$ cat src/rtl/mandel_pkg.sv
// rtl/mandel_pkg.sv - shared constants, sidecar entry type and input clamp helper
//
// Purpose: common definitions for the escape-time issue/recirculation scheduler.
//   FRAC_BITS_DEF : default fractional bits of the signed 32-bit fixed-point format (Q4.28)
//   FX_TWO        : 2.0 in Q4.28, the per-component escape / clamp bound
//   FX_FOUR_SQ    : 4.0 in Q4.28 widened to 33 bits, the squared-magnitude bound
//   sc_entry_t    : one sidecar slot {valid, id, iter, z_re, z_im}
//   fx_clamp      : saturates a signed component to +/- a limit
package mandel_pkg;

  localparam int FRAC_BITS_DEF = 28;
  localparam int SC_ID_W       = 16;
  localparam int SC_ITER_W     = 16;

  localparam logic [31:0] FX_TWO     = 32'h2000_0000;
  localparam logic [32:0] FX_FOUR_SQ = 33'h0_4000_0000;

  typedef struct packed {
    logic                 valid;
    logic [SC_ID_W-1:0]   id;
    logic [SC_ITER_W-1:0] iter;
    logic [31:0]          z_re;
    logic [31:0]          z_im;
  } sc_entry_t;

  function automatic logic [31:0] fx_clamp(input logic [31:0] v, input logic [31:0] lim);
    logic [31:0] neg_lim;
    logic [31:0] res;
    neg_lim = 32'd0 - lim;
    if ($signed(v) > $signed(lim)) begin
      res = lim;
    end else if ($signed(v) < $signed(neg_lim)) begin
      res = neg_lim;
    end else begin
      res = v;
    end
    return res;
  endfunction

endpackage

$ cat src/rtl/mandel_escape_check.sv
// rtl/mandel_escape_check.sv - combinational escape / iteration-limit decision for a returning point
//
// Purpose: decides whether the point in the return slot leaves the pipeline.
// Ports:
//   z_re, z_im  in  32      current z of the returning point (Q4.28)
//   aa, bb      in  32      z_re^2 and z_im^2 from the multiplier (Q4.28)
//   iter        in  ITER_W  iterations already counted for this point
//   max_iter    in  ITER_W  iteration limit
//   retire      out 1       point leaves the pipeline (escaped or limit reached)
//   escaped     out 1       point escaped
module mandel_escape_check
  import mandel_pkg::*;
#(
  parameter int FRAC_BITS = FRAC_BITS_DEF,
  parameter int ITER_W    = SC_ITER_W
) (
  input  logic [31:0]       z_re,
  input  logic [31:0]       z_im,
  input  logic [31:0]       aa,
  input  logic [31:0]       bb,
  input  logic [ITER_W-1:0] iter,
  input  logic [ITER_W-1:0] max_iter,
  output logic              retire,
  output logic              escaped
);

  localparam logic [31:0] TWO     = (FRAC_BITS == FRAC_BITS_DEF) ? FX_TWO
                                                                 : (32'd1 << (FRAC_BITS + 1));
  localparam logic [31:0] NEG_TWO = 32'd0 - TWO;
  localparam logic [32:0] FOUR_SQ = (FRAC_BITS == FRAC_BITS_DEF) ? FX_FOUR_SQ
                                                                 : (33'd1 << (FRAC_BITS + 2));

  logic        big_re;
  logic        big_im;
  logic        big_sum;
  logic [32:0] sq_sum;

  // The squared sum is only meaningful when both components are within +/-2.0;
  // outside that range the per-component tests already force escape, so the
  // (possibly wrapped) squares are harmlessly ORed in.
  always_comb begin
    big_re  = ($signed(z_re) > $signed(TWO)) || ($signed(z_re) < $signed(NEG_TWO));
    big_im  = ($signed(z_im) > $signed(TWO)) || ($signed(z_im) < $signed(NEG_TWO));
    sq_sum  = {1'b0, aa} + {1'b0, bb};
    big_sum = sq_sum > FOUR_SQ;
    escaped = big_re | big_im | big_sum;
    retire  = escaped | (iter >= max_iter);
  end

endmodule

$ cat src/rtl/mandel_iter_sched.sv
// rtl/mandel_iter_sched.sv - issue/recirculation scheduler for the pipelined escape-time datapath
//
// Purpose: accepts points c, drives the external squaring multiplier, forms
// z' = z^2 + c on return and recirculates each point until it escapes or hits
// max_iter, then retires {id, iter, escaped} on a valid/ready output.
// Optional build macro: MANDEL_STATS_EN adds stat_accepted/stat_retired/stat_stall.
// Ports:
//   aclk, reset                    clock, synchronous active-high reset
//   in_valid/in_ready              point handshake; in_cr/in_ci (Q4.28), in_id
//   max_iter                       iteration limit, sampled at each return
//   out_valid/out_ready            result handshake; out_id, out_iter, out_escaped
//   busy                           any point in flight or a result held
//   mul_ld                         multiplier clear (follows reset)
//   mul_a/mul_b/mul_a0/mul_b0      z and c issued to the multiplier
//   mul_aa/mul_bb/mul_ab           squares / cross product returned after MUL_LAT cycles
//   mul_a0r/mul_b0r                c returned alongside
//   stat_*                         (MANDEL_STATS_EN only) accepted, retired, blocked-retire cycles
module mandel_iter_sched
  import mandel_pkg::*;
#(
  parameter int MUL_LAT   = 1,
  parameter int FRAC_BITS = FRAC_BITS_DEF,
  parameter int ID_W      = SC_ID_W,
  parameter int ITER_W    = SC_ITER_W
) (
  input  logic              aclk,
  input  logic              reset,
  input  logic              in_valid,
  output logic              in_ready,
  input  logic [31:0]       in_cr,
  input  logic [31:0]       in_ci,
  input  logic [ID_W-1:0]   in_id,
  input  logic [ITER_W-1:0] max_iter,
  output logic              out_valid,
  input  logic              out_ready,
  output logic [ID_W-1:0]   out_id,
  output logic [ITER_W-1:0] out_iter,
  output logic              out_escaped,
  output logic              busy,
  output logic              mul_ld,
  output logic [31:0]       mul_a,
  output logic [31:0]       mul_b,
  output logic [31:0]       mul_a0,
  output logic [31:0]       mul_b0,
  input  logic [31:0]       mul_aa,
  input  logic [31:0]       mul_bb,
  input  logic [31:0]       mul_ab,
  input  logic [31:0]       mul_a0r,
  input  logic [31:0]       mul_b0r
`ifdef MANDEL_STATS_EN
  ,
  output logic [31:0]       stat_accepted,
  output logic [31:0]       stat_retired,
  output logic [31:0]       stat_stall
`endif
);

  // sc[0] is loaded with the issued slot on the same edge the multiplier
  // captures mul_a/mul_b; sc[MUL_LAT-1] therefore lines up with mul_aa etc.
  sc_entry_t   sc [MUL_LAT];
  sc_entry_t   ret;
  sc_entry_t   issue;
  logic [31:0] issue_c_re;
  logic [31:0] issue_c_im;

  logic chk_retire;
  logic chk_escaped;
  logic retire_req;
  logic out_free;
  logic retire_go;
  logic retire_blocked;

  assign ret    = sc[MUL_LAT-1];
  assign mul_ld = reset;

  mandel_escape_check #(
    .FRAC_BITS (FRAC_BITS),
    .ITER_W    (ITER_W)
  ) u_escape_check (
    .z_re     (ret.z_re),
    .z_im     (ret.z_im),
    .aa       (mul_aa),
    .bb       (mul_bb),
    .iter     (ret.iter),
    .max_iter (max_iter),
    .retire   (chk_retire),
    .escaped  (chk_escaped)
  );

  always_comb begin
    retire_req     = ret.valid & chk_retire;
    out_free       = ~out_valid | out_ready;
    retire_go      = retire_req & out_free;
    retire_blocked = retire_req & ~out_free;
    in_ready       = ~ret.valid | retire_go;

    issue      = '0;
    issue_c_re = '0;
    issue_c_im = '0;
    if (reset) begin
      // issue nothing; multiplier inputs read as zero during reset
    end else if (ret.valid & ~retire_go) begin
      issue.valid = 1'b1;
      issue.id    = ret.id;
      issue_c_re  = mul_a0r;
      issue_c_im  = mul_b0r;
      if (retire_blocked) begin
        // Output full: send z_k round again unchanged; it is retried next pass.
        issue.iter = ret.iter;
        issue.z_re = ret.z_re;
        issue.z_im = ret.z_im;
      end else begin
        issue.iter = ret.iter + 1'b1;
        issue.z_re = mul_aa - mul_bb + mul_a0r;
        issue.z_im = {mul_ab[30:0], 1'b0} + mul_b0r;
      end
    end else if (in_valid) begin
      // in_ready is necessarily high on this path
      issue.valid = 1'b1;
      issue.id    = in_id;
      issue_c_re  = fx_clamp(in_cr, FX_TWO);
      issue_c_im  = fx_clamp(in_ci, FX_TWO);
    end

    mul_a  = issue.z_re;
    mul_b  = issue.z_im;
    mul_a0 = issue_c_re;
    mul_b0 = issue_c_im;
  end

  always_ff @(posedge aclk) begin
    if (reset) begin
      for (int i = 0; i < MUL_LAT; i++) begin
        sc[i] <= '0;
      end
      out_valid   <= 1'b0;
      out_id      <= '0;
      out_iter    <= '0;
      out_escaped <= 1'b0;
    end else begin
      sc[0] <= issue;
      for (int i = 1; i < MUL_LAT; i++) begin
        sc[i] <= sc[i-1];
      end
      if (retire_go) begin
        out_valid   <= 1'b1;
        out_id      <= ret.id;
        out_iter    <= ret.iter;
        out_escaped <= chk_escaped;
      end else if (out_ready) begin
        out_valid <= 1'b0;
      end
    end
  end

  always_comb begin
    busy = out_valid;
    for (int i = 0; i < MUL_LAT; i++) begin
      busy = busy | sc[i].valid;
    end
  end

`ifdef MANDEL_STATS_EN
  logic accept;
  assign accept = in_valid & in_ready;

  always_ff @(posedge aclk) begin
    if (reset) begin
      stat_accepted <= '0;
      stat_retired  <= '0;
      stat_stall    <= '0;
    end else begin
      if (accept) begin
        stat_accepted <= stat_accepted + 32'd1;
      end
      if (retire_go) begin
        stat_retired <= stat_retired + 32'd1;
      end
      if (retire_blocked) begin
        stat_stall <= stat_stall + 32'd1;
      end
    end
  end
`endif

endmodule

$ cat config.mk
export PLATFORM = sky130hd
export DESIGN_NAME = mandel_iter_sched
export DESIGN_NICKNAME = d
export VERILOG_FILES = /design/src/rtl/mandel_pkg.sv /design/src/rtl/mandel_escape_check.sv /design/src/rtl/mandel_iter_sched.sv
export SDC_FILE = /design/constraint.sdc
export NUM_CORES = 1
export LEC_CHECK = 0
export ABC_CLOCK_PERIOD_IN_PS = 4100
export BUFFER_PORTS_ARGS = -buffer_cell sky130_fd_sc_hd__buf_2
export CORE_MARGIN = 5
export CORE_UTILIZATION = 40
export CTS_CLUSTER_SIZE = 8
export DETAILED_ROUTE_END_ITERATION = 8
export PLACE_DENSITY = 0.67
export REMOVE_ABC_BUFFERS = 1
export SYNTH_ARGS = -nofsm -noshare
export SYNTH_HDL_FRONTEND = slang
export SYNTH_SLANG_ARGS = --single-unit
$ cat constraint.sdc
create_clock -name aclk -period 4.1 [get_ports aclk]
set_input_delay 0.205 -clock aclk [delete_from_list [all_inputs] [get_ports aclk]]
set_output_delay 0.205 -clock aclk [all_outputs]
set_load 0.05 [all_outputs]
==> out/qor.txt, run 1 <==
# setup viols final: 128
CORE AREA: 35660 um^2
Pwr dens: 273.6 nW/um^2
Vias in the first global route: 17360
Post-Syn Area per Cell: 7.283 um^2
Top-count cell post-synth: inv_1
CP cell instances: buf_2 > inv_1 > ha_1 > nor4_2 > a21boi_1 > o21ai_0 > o211ai_1 > o211ai_1 > or4b_4 > nor4_4 > buf_4 > o21a_4 > buf_12 > buf_8 > mux2i_4 > nor2_1 > buf_4
Antenna Nets Post-Route: 0
Share of cells above drive strength 1: 44.05%
First DRT Iteration DRCs: 1287
Max IR drop VDD: 0.0002928 V
Cell chosen for the clock root: clkbuf_16
Total leakage power: 0.01124 uW
Pre-CTS setup slack: -748.1 ps
Full die area: 40030 um^2
Max FO, Critical Path: 8
Hold_ws: 47.84 ps
Clk sinks: 131
Hold_buf cts: 0
Final Cycle Share: 107.9%
Synth area leaders: dfxtp_1 18%, ha_1 12%, inv_1 6.7%, mux2i_1 6.6%, a21oi_1 6.4%
Internal: 3927 uW
Initial Util: 40.53%
CTS tree: built
Crit path capture type: primary output
Post-route insts no fill: 3220
Clock share of power: 23.4%
Row count: 69
GRT Util Overall: 29.39%
Outcome: finished, violations left
Skew-Pair Late Insertion Delay: 430 ps
Switching Power: 2721 uW
Slowest-stage cell, CP: nor4_2
Failing checks: negative setup slack
Inst Count DP: 3083
Startpoint Class: primary input
Final wirelength: 65980 um
Fin Clk Skew: 14.68 ps
Maxcap violations: 0
Top-area cell type share of the netlist area: 18.15%
Ports: 425
Nets: 3179
Async S/R FF share, synth: 0%
Sequential fraction of design power: 20.0%
Endpoints failing hold: 0
Seq/Total Area, Yosys: 18.15%
Fin. max-slew vios: 0
Post-synth top area cell: dfxtp_1
Worst-Margin Slew: 854.6 ps
Max clock buf depth: 2
WP data arrival: 4220 ps
Inserted Clock Buffers: 17
Crit path from: mul_bb[15]
Data required, critical path: 3890 ps
Setup ws final: -325.9 ps
Clk slew on worst S/H paths: 70 ps
Hold path start: in_id[3]
Initial antenna violation count: 4
H-tree levels: 4
DP HPWL: 48160 um
Combinational power share: 56.6%
Area growth from synthesis to layout: 68.14%
Synth Register Bits: 131
Class of the worst hold path: primary input to flip-flop
R2R Path Start: sc[0][32]
Die height: 200.1 um
Drt wl/cell: 20.49 um
Vias: 17740
Number of synthesized flops with an enable pin: 0
Synth top cells by count: 257 x inv_1, 199 x nor2_1, 185 x a21oi_1
Total grt overflow: 0
Largest net degree at the start of global routing: 68
WS Path Type: primary input to primary output
Routability cong.: 1.005
First-pass GRT wire length: 93030 um
1st-pass router iterations: 6
Synth cell types: 85
Synth warn: 0
Mapped Area: 14450 um^2
Highest clock rate: 0.2259 GHz
Die X: 200.1 um
Max_slew headroom: 43.02%
RSZ-0062 raised after global routing: yes
Switching part of the total: 40.93%
Port Buffers: 423
Main synth FF type: dfxtp_1
Post-layout min period: 4426 ps
Cells after synthesis: 1984
Via-to-Cell Ratio: 5.508
Delay of the slowest critical-path stage: 620 ps
Post-route DRC violation count: 0
-- state kept, by name, indices dropped and copies added (netlist names) --
register,flops
sc,97
out_id,16
out_iter,16
out_escaped,1
out_valid,1
-- power by group through the flow --
stage,clock network [uW],logic (uW),registers [uW]
floorplan,0,1550,1370
global placement,0,2730,1350
detailed placement,0,2750,1350
CTS,1560,3210,1330
global route,1640,3990,1330
finish,1560,3760,1330
-- metal layers --
| layer | vias up | share of wire [%] | track usage, % |
|---|---|---|---|
| li1 | 8347 | - | - |
| met1 | 8504 | 41 | 37.99 |
| met2 | 729 | 48 | 49.94 |
| met3 | 154 | 7.3 | 5.404 |
| met4 | 2 | 3.4 | 9.132 |
| met5 | - | 0.011 | 0 |
-- layout make-up --
cell class / count / area (um^2)
Inverter: 257 / 967.2
Clock inverter: 15 / 168.9
Clock buffer: 17 / 425.4
Timing Repair Buffer: 833 / 7018
Antenna cell: 3 / 7.507
Fill cell: 2816 / 11360
Multi-Input combinational cell: 1503 / 12510
Tap cell: 461 / 576.8
Sequential cell: 131 / 2623
-- path summary, 6_finish.rpt --
| kind | cells past startpoint | slack (ps) | endpoint |
|---|---|---|---|
| max | 17 | -330 | mul_a[11] |
| min | 3 | 50 | sc[0][83] |
| max reg2reg | 15 | 270 | sc[0][11] |
| min reg2reg | 2 | 450 | out_id[6] |
-- critical path: cells and delay by family --
family	cells	cell delay [ps]
compound gates	5	1190
mux	1	280
buf+inv	6	820
fa+ha+maj	1	330
simple gates	4	1370
-- stage by stage --
step	total power, uW	util [%]	instance area (um^2)	TNS [ps]
floorplan	2914	-	13970	-965780
global placement	4079	54.91	19580	-128530
detailed placement	4104	54.91	19580	-120630
CTS	6097	61.98	22100	-37050
global route	6963	68.14	24300	-46290
finish	6648	68.14	24300	-29850
-- logic make-up (layout without fill, tap and decap cells) --
kind of cell | after synthesis | count (layout) | synth area share, %
simple gates | 729 | 730 | 25.25
compound gates | 434 | 434 | 18.92
buf+inv | 351 | 1122 | 10.00
fa+ha+maj | 176 | 176 | 16.95
flops | 131 | 131 | 18.15
mux | 97 | 97 | 6.728
xor+xnor | 66 | 66 | 4.000
other cells | 0 | 3 | 0
-- placed cells by master (no fill, tap or decap), types with 34 or more instances in the layout --
cell     Yosys  routed
nor2_2       0      43
dfxtp_1    131     131
xnor2_1     50      48
nand2_1    127     121
o21ai_0     65      56
buf_12       0      50
nor2_1     199     142
ha_1       143     127
buf_6       11     105
buf_2       18     286
nand3_1    109      95
mux2i_4      0      55
a21oi_1    185     133
buf_4        5     355
a21oi_2      1      34
mux2i_1     96      41
inv_1      257     252
or2_4        0      35
-- timing repair --
| action | 4_1_cts | 5_1_grt |
|---|---|---|
| setup endpoints to repair | 149 | 155 |
| resized for setup | 390 | 335 |
| buffers inserted | 34 | 53 |
| gates cloned | 7 | 11 |
| pin swaps | 22 | 52 |
Power figures use the tool's default switching activity.
==> inputs of run 2 (changes only) <==
- CTS_BUF_LIST: unset -> sky130_fd_sc_hd__clkbuf_4
- PLACE_DENSITY: 0.67 -> unset
- PLACE_DENSITY_LB_ADDON: unset -> 0.2
==> out/qor.txt, run 2 (synthesis results as in run 1) <==
Inserted Clock Buffers: 17 (unchanged)
Met3 usage: 7.821% (+2.4 points)
Outcome: finished, violations left
RSZ-0062 raised after global routing: yes
Largest register FFs: 97 (unchanged)
Via-to-Cell Ratio: 5.454 (-0.97%)
GRT Util Overall: 32.06% (+2.7 points)
Die height: 200.1 um (unchanged)
FF-to-FF setup slack: -160 ps (-430 ps)
Crit path capture type: primary output
Final wirelength: 68740 um (+4.2%)
# setup viols final: 133 (+3.9%)
Worst-Margin Slew: 1106 ps (+251.1 ps)
Delay of the slowest critical-path stage: 620 ps (about the same)
Class of the worst hold path: primary input to flip-flop
Commonest cells after routing, fill and taps aside: 417 x buf_4, 288 x buf_2, 254 x inv_1
Row count: 69 (unchanged)
CTS tree: built
Post-route DRC violation count: 0 (unchanged)
Failing checks: negative setup slack
Startpoint Class: primary input
Pwr dens: 249.7 nW/um^2 (-8.7%)
Vias: 17950 (+1.2%)
CP delay by family, top: compound AO/OA/AOI/OAI gates
Hold endpoint: sc[0][89]
First-pass GRT wire length: 100100 um (+7.6%)
Slowest-stage cell, CP: or4b_1
Maxcap violations: 0 (unchanged)
Share of cells above drive strength 1: 43.42% (-0.63 points)
Worst hold path stage count: 3 (unchanged)
R2R Path Start: sc[0][33]
Register-to-Register Path Depth: 18 (+3)
Setup ws final: -566.8 ps (-240.9 ps)
DP HPWL: 50620 um (+5.1%)
Ports: 425 (unchanged)
Antenna Nets Post-Route: 0 (unchanged)
Cell chosen for the clock root: clkbuf_4
Skew-Pair Late Insertion Delay: 600 ps (+170 ps)
Total leakage power: 0.01130 uW (+0.54%)
H-tree levels: 4 (unchanged)
Post-layout min period: 4667 ps (+240.9 ps)
Max_slew headroom: 25.60% (-17 points)
Data required, critical path: 3890 ps (about the same)
Hold path start: in_valid
Initial Util: 40.53% (unchanged)
Total grt overflow: 0 (unchanged)
Fin util: 67.37% (-0.78 points)
Final Cycle Share: 113.8% (+5.9 points)
Max clock buf depth: 2 (unchanged)
Most common cell after layout, fill and taps aside: buf_4
WP buf/inv: 8 (+2)
Drt wl/cell: 20.89 um (+2.0%)
Full die area: 40030 um^2 (unchanged)
Die X: 200.1 um (unchanged)
Met2 Use GR: 53.56% (+3.6 points)
Largest regs: sc: 97 flops, out_id: 16 flops, out_iter: 16 flops
Max FO, Critical Path: 14 (+6)
1st-pass router iterations: 5 (-1)
Area growth from synthesis to layout: 66.22%
Max IR drop VDD: 0.0001475 V (-50%)
Clk sinks: 131 (unchanged)
Vias in the first global route: 17980 (+3.5%)
Biggest register: sc
Met1 usage: 40.08% (+2.1 points)
Largest net degree at the start of global routing: 67 (-1.5%)
Port Buffers: 423 (unchanged)
Nets: 3244 (+2.0%)
Initial antenna violation count: 8 (+4)
Clk slew on worst S/H paths: 170 ps (+100 ps)
Endpoints failing hold: 0 (unchanged)
Busiest grt layer: met2
Hold_ws: 38.84 ps (-8.999 ps)
First DRT Iteration DRCs: 1009 (-22%)
WP data arrival: 4460 ps (+240 ps)
WS Path Type: primary input to primary output
CORE AREA: 35660 um^2 (unchanged)
Worst R2R End: sc[0][90]
CP cell instances: buf_2 > inv_1 > ha_1 > nor2b_1 > a211o_4 > o211ai_4 > buf_6 > buf_4 > o2111a_1 > nor3_1 > a31o_1 > or4b_1 > nor4_4 > buf_4 > buf_6 > o21a_4 > buf_12 > mux2i_2 > nor2_1 > buf_2
Routability cong.: 0.9859 (-1.9%)
Fin. max-slew vios: 0 (unchanged)
Highest clock rate: 0.2143 GHz (-5.2%)
Fin Clk Skew: 46.67 ps (+31.99 ps)
==> run 2: stage by stage <==
step                      std cells  area, um^2  total power (uW)  setup TNS (ps)  worst slack [ps]
after floorplan                1890       13970              2914         -965780             -5560
after global placement         3121       19840              4155         -175190            -899.3
after detailed placement       3121       19840              4174         -180950            -938.8
after CTS                      3260       23120              5640          -49510            -501.9
after global routing           3287       24010              6310          -78560            -739.9
final                          3290       24020              5998          -57880            -566.8
==> run 2: per-layer routing <==
metal	share of wire (%)	up-vias	wire length [um]
li1	-	8511	-
met1	40	8507	27690
met2	48	755	32670
met3	8.0	168	5510
met4	4.1	4	2839
met5	0.044	-	30
==> run 2: final cells by class <==
type,instances,area [um^2]
Clock inverter,15,141.4
Sequential cell,131,2623
Fill cell,2866,11640
Multi-Input combinational cell,1504,12100
Antenna cell,8,20.02
Timing Repair Buffer,897,7468
Tap cell,461,576.8
Clock buffer,17,127.6
Inverter,257,967.2
==> run 2: worst min-delay path: cells and delay by family <==
family | cells | cell delay (ps)
buf+inv | 1 | 230
simple gates | 1 | 130
compound gates | 1 | 50
==> run 2: power breakdown <==
| group | switching, uW | internal [uW] |
|---|---|---|
| combinational | 1990 | 1800 |
| sequential | 27.6 | 1300 |
| clock | 605 | 268 |
| total | 2630 | 3370 |
==> run 2: worst max path at each step <==
stage               startpoint    endpoint  slack, ps  cells after the start
floorplan           mul_bb[10]    mul_a[1]      -5560                     13
global placement     mul_aa[0]  mul_a0[10]       -900                     17
detailed placement   mul_aa[0]   mul_a0[5]       -940                     17
CTS                  mul_bb[8]  mul_a0[10]       -500                     21
global route        mul_bb[10]    mul_a[5]       -740                     19
finish               mul_bb[2]    mul_a[5]       -570                     20
==> run 2: repair_timing <==
action / CTS / global route
hold buffers: 24 / 0
resized for setup: 455 / 163
gates cloned: 19 / 4
hold endpoints to repair: 17 / 0
endpoints found under the setup margin: 162 / 187
setup buffers: 65 / 35
pin swaps: 43 / 44
==> inputs of run 3 (changes only) <==
- GPL_TIMING_DRIVEN: unset -> 0
- PLACE_DENSITY: unset -> 0.77
- PLACE_DENSITY_LB_ADDON: 0.2 -> unset
==> out/qor.txt, run 3 (synthesis results as in run 1) <==
Outcome: finished, violations left
Failing checks: negative setup slack
Switching Power: 2448 uW (-6.7%)
Crit path from: mul_aa[8]
Area growth from synthesis to layout: 47.68%
Setup ws final: -412.7 ps (+154.1 ps)
WS Path Type: primary input to primary output
Drt wl/cell: 21.51 um (+3.0%)
CP cell instances: buf_6 > ha_4 > or2_1 > or4_4 > o211ai_4 > buf_4 > o2111a_2 > nor3_1 > a31o_1 > or4b_4 > nor4_4 > buf_6 > a21oi_4 > buf_12 > buf_12 > buf_16 > nand3_1 > a21oi_1 > buf_4
R2R Path Start: sc[0][30]
Total leakage power: 0.009586 uW (-15%)
Cell chosen for the clock root: clkbuf_4
Startpoint Class: primary input
Max IR drop VDD: 0.0001386 V (-6.0%)
Full die area: 40030 um^2 (unchanged)
WP depth: 19 (-5.0%)
Internal: 2928 uW (-13%)
Hold_ws: 131.2 ps (+92.33 ps)
Routability cong.: 0.9974 (+1.2%)
CTS tree: built
GRT Util Overall: 28.26% (-3.8 points)
Max FO, Critical Path: 23 (+9)
Class of the worst hold path: primary input to flip-flop
Data required, critical path: 3890 ps (about the same)
CORE AREA: 35660 um^2 (unchanged)
Final Cycle Share: 110.1% (-3.8 points)
Largest register FFs: 97 (unchanged)
Commonest cells after routing, fill and taps aside: 303 x buf_2, 253 x inv_1, 170 x nor2_1
Max clock buf depth: 2 (unchanged)
Busiest grt layer: met2
Switching part of the total: 45.53% (+1.8 points)
Total grt overflow: 0 (unchanged)
Combinational power share: 59.9% (-3.3 points)
Vias in the first global route: 16430 (-8.6%)
Crit path to: mul_a0[7]
Post-place instance area: 16890 um^2 (-15%)
Post-route insts no fill: 2944 (-11%)
Highest clock rate: 0.2216 GHz (+3.4%)
Fin util: 59.85% (-7.5 points)
Die height: 200.1 um (unchanged)
Delay of the slowest critical-path stage: 570 ps (-50 ps)
Nets: 2899 (-11%)
First DRT Iteration DRCs: 1339 (+33%)
CP delay by family, top: simple AND/OR/NAND/NOR gates
Fin Clk Skew: 41.23 ps (-5.445 ps)
Post-route cell area: 21340 um^2 (-11%)
Initial Util: 40.53% (unchanged)
Largest net degree at the start of global routing: 86 (+28%)
First-pass GRT wire length: 89940 um (-10%)
Maxcap violations: 0 (unchanged)
Fin. max-slew vios: 0 (unchanged)
RSZ-0062 raised after global routing: yes
Vias: 16990 (-5.3%)
Skew-Pair Late Insertion Delay: 580 ps (-20 ps)
# setup viols final: 128 (-3.8%)
Most common cell after layout, fill and taps aside: buf_2
1st-pass router iterations: 6 (+1)
Largest regs: sc: 97 flops, out_id: 16 flops, out_iter: 16 flops
Met2 Use GR: 46.47% (-7.1 points)
Ports: 425 (unchanged)
WP data arrival: 4310 ps (-150 ps)
Port Buffers: 423 (unchanged)
Post-layout min period: 4513 ps (-154.1 ps)
Pre-CTS setup slack: -2110 ps (-1171 ps)
Via-to-Cell Ratio: 5.771 (+5.8%)
Inst Count DP: 2783 (-11%)
Register-to-Register Path Depth: 13 (-5)
Worst R2R End: sc[0][87]
Pwr dens: 252.0 nW/um^2 (+0.90%)
H-tree levels: 4 (unchanged)
Post-route DRC violation count: 0 (unchanged)
Clk slew on worst S/H paths: 140 ps (-30 ps)
Max_slew headroom: 1.524% (-24 points)
Slowest-stage cell, CP: or4b_4
Clk sinks: 131 (unchanged)
Row count: 69 (unchanged)
Worst-Margin Slew: 1477 ps (+371.4 ps)
Endpoints failing hold: 0 (unchanged)
Biggest register: sc
Inserted Clock Buffers: 17 (unchanged)
Met3 usage: 5.253% (-2.6 points)
Final wirelength: 63340 um (-7.9%)
Met1 usage: 37.90% (-2.2 points)
Sequential fraction of design power: 24.7% (+2.5 points)
Antenna Nets Post-Route: 0 (unchanged)
Clock share of power: 15.4% (+0.9 points)
Initial antenna violation count: 5 (-3)
Crit path capture type: primary output
Share of cells above drive strength 1: 36.00% (-7.4 points)
DP HPWL: 43250 um (-15%)
Fillers: 3025 (+5.5%)
Die X: 200.1 um (unchanged)
WP buf/inv: 7 (-1)
FF-to-FF setup slack: 430 ps (+590 ps)
run 3: cell types whose count changed in the layout (fill, tap and decap cells not counted), sizes merged, moves of 2 or more:
cell,delta
buf,-358
bufbuf,+2
clkbuf,+5
clkinvlp,+2
dlygate4sd3,+3
inv,-3
run 3: repair_timing:
item / in CTS / in global routing
hold buffers: 21 / 0
gates cloned: 15 / 11
pin swaps: 37 / 58
gates resized for setup: 431 / 258
hold endpoints to repair: 20 / 0
setup buffers: 42 / 36
setup endpoints to repair: 258 / 212
run 3: worst min-delay path, cell delays in order:
cell and delay (ps):
buf_2 110, inv_1 80, fa_1 200, a211oi_1 70
run 3: routing by layer:
layer / wire [um] / vias up
met5: 0 / -
met4: 2086 / 0
met3: 4953 / 164
met2: 30010 / 871
met1: 26280 / 8164
li1: - / 7792
run 3: per-stage QoR:
| step | total power, uW | TNS, ps |
|---|---|---|
| 2_1_floorplan | 2914 | -965780 |
| 3_3_place_gp | 3591 | -1588950 |
| 3_5_place_dp | 3629 | -372090 |
| 4_1_cts | 4939 | -53160 |
| 5_1_grt | 5661 | -59250 |
| 6_report | 5377 | -43200 |
run 3: layout make-up:
cell class                 instances  area (um^2)  area share, %
multi-input combinational       1508        12430          58.26
timing repair buffer             548         4481          21.00
sequential                       131         2623          12.29
inverter                         257        969.7          4.544
tap                              461        576.8          2.703
clock buffer                      18        135.1         0.6332
clock inverter                    13        102.6         0.4808
antenna                            8        20.02        0.09381
run 3: worst min path at each step:
stage,end,slack [ps],cells past startpoint,startpoint
2_1_floorplan,out_valid,270,1,reset
3_3_place_gp,out_iter[14],440,2,out_iter[14]
3_5_place_dp,out_iter[5],450,2,out_iter[5]
4_1_cts,sc[0][2],30,4,mul_ab[1]
5_1_grt,sc[0][2],90,4,mul_ab[1]
6_report,sc[0][2],130,4,mul_ab[1]
run 3: power by group through the flow:
stage / clock, uW / sequential, uW / combinational [uW]
3_3_place_gp: 0 / 1350 / 2240
6_report: 828 / 1330 / 3220
2_1_floorplan: 0 / 1370 / 1550
4_1_cts: 843 / 1330 / 2770
3_5_place_dp: 0 / 1350 / 2280
5_1_grt: 898 / 1330 / 3430
